--- src/rtl/fifo_arbiter_pkg.sv ---
// Shared definitions for the FIFO arbiter: FSM encoding, requester indices
// and default parameter values.
package fifo_arbiter_pkg;

  typedef enum logic [1:0] {
    StIdle  = 2'd0,
    StIssue = 2'd1,
    StWait  = 2'd2
  } state_e;

  // Requester indices in round-robin order.
  localparam logic [1:0] IdxP0 = 2'd0;
  localparam logic [1:0] IdxP1 = 2'd1;
  localparam logic [1:0] IdxC0 = 2'd2;
  localparam logic [1:0] IdxC1 = 2'd3;

  localparam int unsigned DataWDefault = 32;
  localparam int unsigned TmoDefault   = 4;

  // Index of the set bit of a one-hot (or zero) 4-bit vector.
  function automatic logic [1:0] onehot_to_idx(input logic [3:0] oh);
    logic [1:0] idx;
    idx = '0;
    for (int i = 0; i < 4; i++) begin
      if (oh[i]) idx = 2'(i);
    end
    return idx;
  endfunction

endpackage

--- src/rtl/rr_pick4.sv ---
// Four-way round-robin picker: the first set request at or after the pointer
// (wrapping) wins. Purely combinational.
module rr_pick4 (
  input  logic [3:0] req,
  input  logic [1:0] ptr,
  output logic [3:0] gnt
);

  logic [1:0] idx;

  // Scan offsets from farthest to nearest so the nearest set request wins.
  always_comb begin
    gnt = '0;
    idx = '0;
    for (int k = 3; k >= 0; k--) begin
      idx = ptr + 2'(k);
      if (req[idx]) gnt = 4'b0001 << idx;
    end
  end

endmodule

--- src/rtl/fifo_arbiter.sv ---
// Arbitrates two producers and two consumers onto a single FIFO port. One
// operation is in flight at a time: grant in IDLE, command in ISSUE, wait for
// the FIFO response (or a timeout) in WAIT.
module fifo_arbiter
  import fifo_arbiter_pkg::*;
#(
  parameter int unsigned DATA_W = DataWDefault,
  parameter int unsigned TMO    = TmoDefault
) (
  input  logic              clk,
  input  logic              reset_n,
  // producers
  input  logic [1:0]        p_req,
  input  logic [DATA_W-1:0] p_din0,
  input  logic [DATA_W-1:0] p_din1,
  output logic [1:0]        p_ack,
  output logic [1:0]        p_err,
  // consumers
  input  logic [1:0]        c_req,
  output logic [1:0]        c_ack,
  output logic [1:0]        c_err,
  output logic [DATA_W-1:0] c_dout,
  // FIFO side
  output logic              wr_en,
  output logic              rd_en,
  output logic [DATA_W-1:0] din,
  input  logic [DATA_W-1:0] dout,
  input  logic [3:0]        data_count,
  input  logic              wr_ack,
  input  logic              wr_err,
  input  logic              rd_ack,
  input  logic              rd_err
);

  localparam int unsigned CntW = $clog2(TMO + 1);

  state_e            state_q, state_d;
  logic [1:0]        win_q, win_d;
  logic [1:0]        ptr_q, ptr_d;
  logic [CntW-1:0]   cnt_q, cnt_d;
  logic [1:0]        p_ack_q, p_ack_d;
  logic [1:0]        p_err_q, p_err_d;
  logic [1:0]        c_ack_q, c_ack_d;
  logic [1:0]        c_err_q, c_err_d;
  logic [DATA_W-1:0] c_dout_q, c_dout_d;

  logic       fifo_full;
  logic       fifo_empty;
  logic [3:0] elig;
  logic [3:0] gnt;
  logic [1:0] gnt_idx;
  logic       win_is_wr;
  logic       resp_ack;
  logic       resp_err;
  logic [CntW-1:0] cnt_inc;
  logic       tmo_hit;

  assign fifo_full  = (data_count >= 4'd8);
  assign fifo_empty = (data_count == 4'd0);

  // A requester whose completion pulse is showing this cycle still has its
  // request up (it drops it on seeing the pulse), so keep it out of arbitration.
  assign elig[1:0] = p_req & {2{~fifo_full}}  & ~(p_ack_q | p_err_q);
  assign elig[3:2] = c_req & {2{~fifo_empty}} & ~(c_ack_q | c_err_q);

  rr_pick4 u_pick (
    .req (elig),
    .ptr (ptr_q),
    .gnt (gnt)
  );

  assign gnt_idx   = onehot_to_idx(gnt);
  assign win_is_wr = (win_q == IdxP0) || (win_q == IdxP1);
  assign resp_ack  = win_is_wr ? wr_ack : rd_ack;
  assign resp_err  = win_is_wr ? wr_err : rd_err;
  assign cnt_inc   = cnt_q + CntW'(1);
  assign tmo_hit   = (cnt_inc == CntW'(TMO));

  // Next-state, grant and completion-pulse decode.
  always_comb begin
    state_d  = state_q;
    win_d    = win_q;
    ptr_d    = ptr_q;
    cnt_d    = cnt_q;
    p_ack_d  = '0;
    p_err_d  = '0;
    c_ack_d  = '0;
    c_err_d  = '0;
    c_dout_d = '0;
    unique case (state_q)
      StIdle: begin
        if (|elig) begin
          win_d   = gnt_idx;
          ptr_d   = gnt_idx + 2'd1;
          state_d = StIssue;
        end
      end
      StIssue: begin
        cnt_d   = '0;
        state_d = StWait;
      end
      StWait: begin
        // err beats ack when both arrive together
        if (resp_err || (!resp_ack && tmo_hit)) begin
          if (win_is_wr) p_err_d[win_q[0]] = 1'b1;
          else           c_err_d[win_q[0]] = 1'b1;
          state_d = StIdle;
        end else if (resp_ack) begin
          if (win_is_wr) begin
            p_ack_d[win_q[0]] = 1'b1;
          end else begin
            c_ack_d[win_q[0]] = 1'b1;
            c_dout_d          = dout;
          end
          state_d = StIdle;
        end else begin
          cnt_d = cnt_inc;
        end
      end
      default: state_d = StIdle;
    endcase
  end

  // State and registered outputs; reset abandons any in-flight operation.
  always_ff @(posedge clk or negedge reset_n) begin
    if (!reset_n) begin
      state_q  <= StIdle;
      win_q    <= IdxP0;
      ptr_q    <= IdxP0;
      cnt_q    <= '0;
      p_ack_q  <= '0;
      p_err_q  <= '0;
      c_ack_q  <= '0;
      c_err_q  <= '0;
      c_dout_q <= '0;
    end else begin
      state_q  <= state_d;
      win_q    <= win_d;
      ptr_q    <= ptr_d;
      cnt_q    <= cnt_d;
      p_ack_q  <= p_ack_d;
      p_err_q  <= p_err_d;
      c_ack_q  <= c_ack_d;
      c_err_q  <= c_err_d;
      c_dout_q <= c_dout_d;
    end
  end

  assign p_ack  = p_ack_q;
  assign p_err  = p_err_q;
  assign c_ack  = c_ack_q;
  assign c_err  = c_err_q;
  assign c_dout = c_dout_q;

  // FIFO commands decode straight from the ISSUE state.
  assign wr_en = (state_q == StIssue) && win_is_wr;
  assign rd_en = (state_q == StIssue) && !win_is_wr;
  assign din   = wr_en ? ((win_q == IdxP1) ? p_din1 : p_din0) : '0;

endmodule

--- config.mk ---
export PLATFORM = sky130hd
export DESIGN_NAME = fifo_arbiter
export DESIGN_NICKNAME = d
export VERILOG_FILES = /design/src/rtl/fifo_arbiter_pkg.sv /design/src/rtl/rr_pick4.sv /design/src/rtl/fifo_arbiter.sv
export SDC_FILE = /design/constraint.sdc
export NUM_CORES = 1
export LEC_CHECK = 0
export BUFFER_PORTS_ARGS = -buffer_cell sky130_fd_sc_hd__buf_4
export CORE_ASPECT_RATIO = 0.8
export CORE_MARGIN = 2
export CORE_UTILIZATION = 42
export CTS_BUF_LIST = sky130_fd_sc_hd__clkbuf_4
export CTS_CLUSTER_SIZE = 14
export DETAILED_ROUTE_END_ITERATION = 10
export PLACE_DENSITY_LB_ADDON = 0.2
export SLEW_MARGIN = 25
export SYNTH_ARGS = -nofsm -noshare
export SYNTH_HDL_FRONTEND = slang
export SYNTH_SLANG_ARGS = --single-unit
--- constraint.sdc ---
create_clock -name clk -period 2.9 [get_ports clk]
set_input_delay 0 -clock clk [delete_from_list [all_inputs] [get_ports clk]]
set_output_delay 0 -clock clk [all_outputs]
set_load 0.05 [all_outputs]
==> flow_summary.toml <==
[status]
status = "finished clean"

[timing]
rsz0062_at_grt = "false"
clock.fmax_mhz = 404.2
setup_viol = 0
worst_pin_slew_ps = 998.4
period_needed_ps = 2474
drv_slew = 0
clock_skew_ps = 18.04
hold_slack_ps = 165.0
slew_headroom_pct = 33.44
fin_setup_tns_ps = 0
final_hold_viol_count = 0
layout_worst_path_cycle_share_pct = 85.31

[clocking]
cts_sinks = 49
cts.reportedPaths.clkPinSlew_ps = 160
cts_tree = "yes"
clockBufferDepth = 2
cts_made_buffers = 5
cts-root-buf = "clkbuf_4"
htreeDepth = 2
clock_latency_ps = 370

[power_and_ir_drop]
finalPower_mw = 3.041
power_density_nw_per_um2 = 670.7
p_leak_nw = 2.479
irDropWorstVdd_mv = 0.4102

[route]
drc = 0
drtAntennaViolNets = 0
vias_per_cell = 4.921
vias = 2731
drtIter0Drc = 128
wire_per_inst_um = 15.11
wl_mm = 8.384
dr.pass1.iters = 4

[setup_path]
endpoint_kind = "flip-flop"
worst-path-max-fanout = 6
crit_arrival_ps = 2730
r2r_slack_ps = 430
ff2ff_path_depth = 7
worstSetupPathType = "flip-flop to flip-flop"
reg2reg_from = "p_err[1]"
reg2reg_to = "win_q[0]"
worst_ep_required_time_ps = 3160
cp-start-kind = "flip-flop"

[floorplanning]
io_pins = 184
die_width_um = 92.50
die_y_um = 74.80
start_util_pct = 44.04
rows = 25
die-area_um2 = 6918
coreArea_um2 = 5974

[global_route]
grt_pass1_vias = 2751
grt_pass1_wl_mm = 12.60
antenna_found_initial = 0
grt_usage_pct = 23.30
grt_overflow = 0
grt_max_degree = 50

[yosys]
postSynthNetCount = 373
yosysWarnings = 0
ys_types = 42
synthArstFlopShare_pct = 100.0
ys_ff_latch = 49
synth_common_cells = "49 x dfrtp_1, 35 x mux2i_1, 34 x and2_1, 34 x nor2_1, 11 x inv_1"
synth_enable_flop_cells = 0
syn_inst = 254
synthTopCellsByArea = "dfrtp_1 47%, mux2i_1 13%, and2_1 8.1%"
synth_top_area_cell = "dfrtp_1"
netlist_area_um2 = 2631
synth_most_common_cell = "dfrtp_1"
ys_dominant_reg_cell = "dfrtp_1"
ys_seq_area_share_pct = 46.60
synth_top_area_share_pct = 46.60
avgSynthCellArea_um2 = 10.36

[job]
drv_cap = 0

[cells_and_area]
insertedDiodeCount = 0
nNetsFinal = 592
syn_to_final_growth_pct = 72.33
finalInstanceArea_um2 = 4534
drive_above_1_share_pct = 43.67
stdcell_count = 555

[place]
place_area_um2 = 4088
hpwlAfterDp_mm = 6.194
gp_congestion = 0.8930
place_inst = 509
io_buffers = 183

[worst_hold_path]
hp-class = "primary input to asynchronous set/reset pin"
==> worst max-delay path: stages, from the launching register on <==
cell and delay (ps):
dfrtp_1 410, or4b_4 560, mux2_2 290, o22a_4 230, or3_1 370, a31oi_2 260, o21ai_2 100, a21boi_1 140
==> where the power goes <==
group / internal, mW / switching (mW)
registers: 0.764 / 0.198
logic: 0.733 / 1.00
clock network: 0.106 / 0.238
total: 1.60 / 1.44
==> through the flow <==
step	worst slack [ps]	util, %
3_5_place_dp	479.7	68.42
5_1_grt	315.7	75.90
4_1_cts	452.4	75.90
2_1_floorplan	364.0	-
6_report	425.9	75.90
3_3_place_gp	548.6	68.42
==> placed cells by master (no fill, tap or decap), drive strengths merged, types with 5 or more instances in the layout <==
master / instances
and2: 34
o21ai: 7
nor2: 34
nand2: 8
inv: 13
mux2i: 35
nand2b: 6
dlygate4sd3: 38
ha: 9
clkbuf: 5
nor4: 8
buf: 185
dfrtp: 49
==> how the worst max path moves through the flow <==
stage,startpoint,endpoint,slack (ps),depth (start not counted)
after floorplan,p_err[1],win_q[0],360,7
after global placement,p_err[0],win_q[0],550,7
after detailed placement,ptr_q[0],win_q[0],480,8
after CTS,ptr_q[0],win_q[0],450,8
after global routing,ptr_q[0],win_q[0],320,7
final,p_err[1],win_q[0],430,7
==> cell type report <==
type	instances	area, um^2
well taps	81	101.3
clock inverters	3	28.78
inverters	11	41.29
multi-input cells	183	1329
flip-flops and latches	49	1227
fillers	389	1440
clock buffers	5	37.54
repair buffers	223	1769
==> sequential cells by signal, indices dropped and copies added, names as in the netlist <==
signal   count
c_dout      32
cnt_q        3
c_ack        2
c_err        2
p_ack        2
p_err        2
ptr_q        2
state_q      2
win_q        2
==> cell families after synthesis <==
kind of cell    after synthesis  synth area share [%]
xor+xnor                      1                0.3329
flops                        49                 46.60
mux                          37                 14.17
simple gates                108                 22.63
buf+inv                      22                 3.138
fa+ha+maj                     9                 4.280
compound gates               28                 8.845
==> per-layer routing <==
| metal | global-route usage, % | share of wire (%) | vias up |
|---|---|---|---|
| li1 | - | - | 1323 |
| met1 | 25.03 | 37 | 1282 |
| met2 | 46.96 | 55 | 112 |
| met3 | 5.305 | 6.1 | 14 |
| met4 | 5.804 | 1.5 | 0 |
| met5 | 0 | 0 | - |
==> timing repair <==
action | 4_1_cts | 5_1_grt
hold buffers | 38 | 0
resized for setup | 0 | 0
buffers inserted | 0 | 0
endpoints found under the hold margin | 84 | 0
Power figures use the tool's default switching activity.
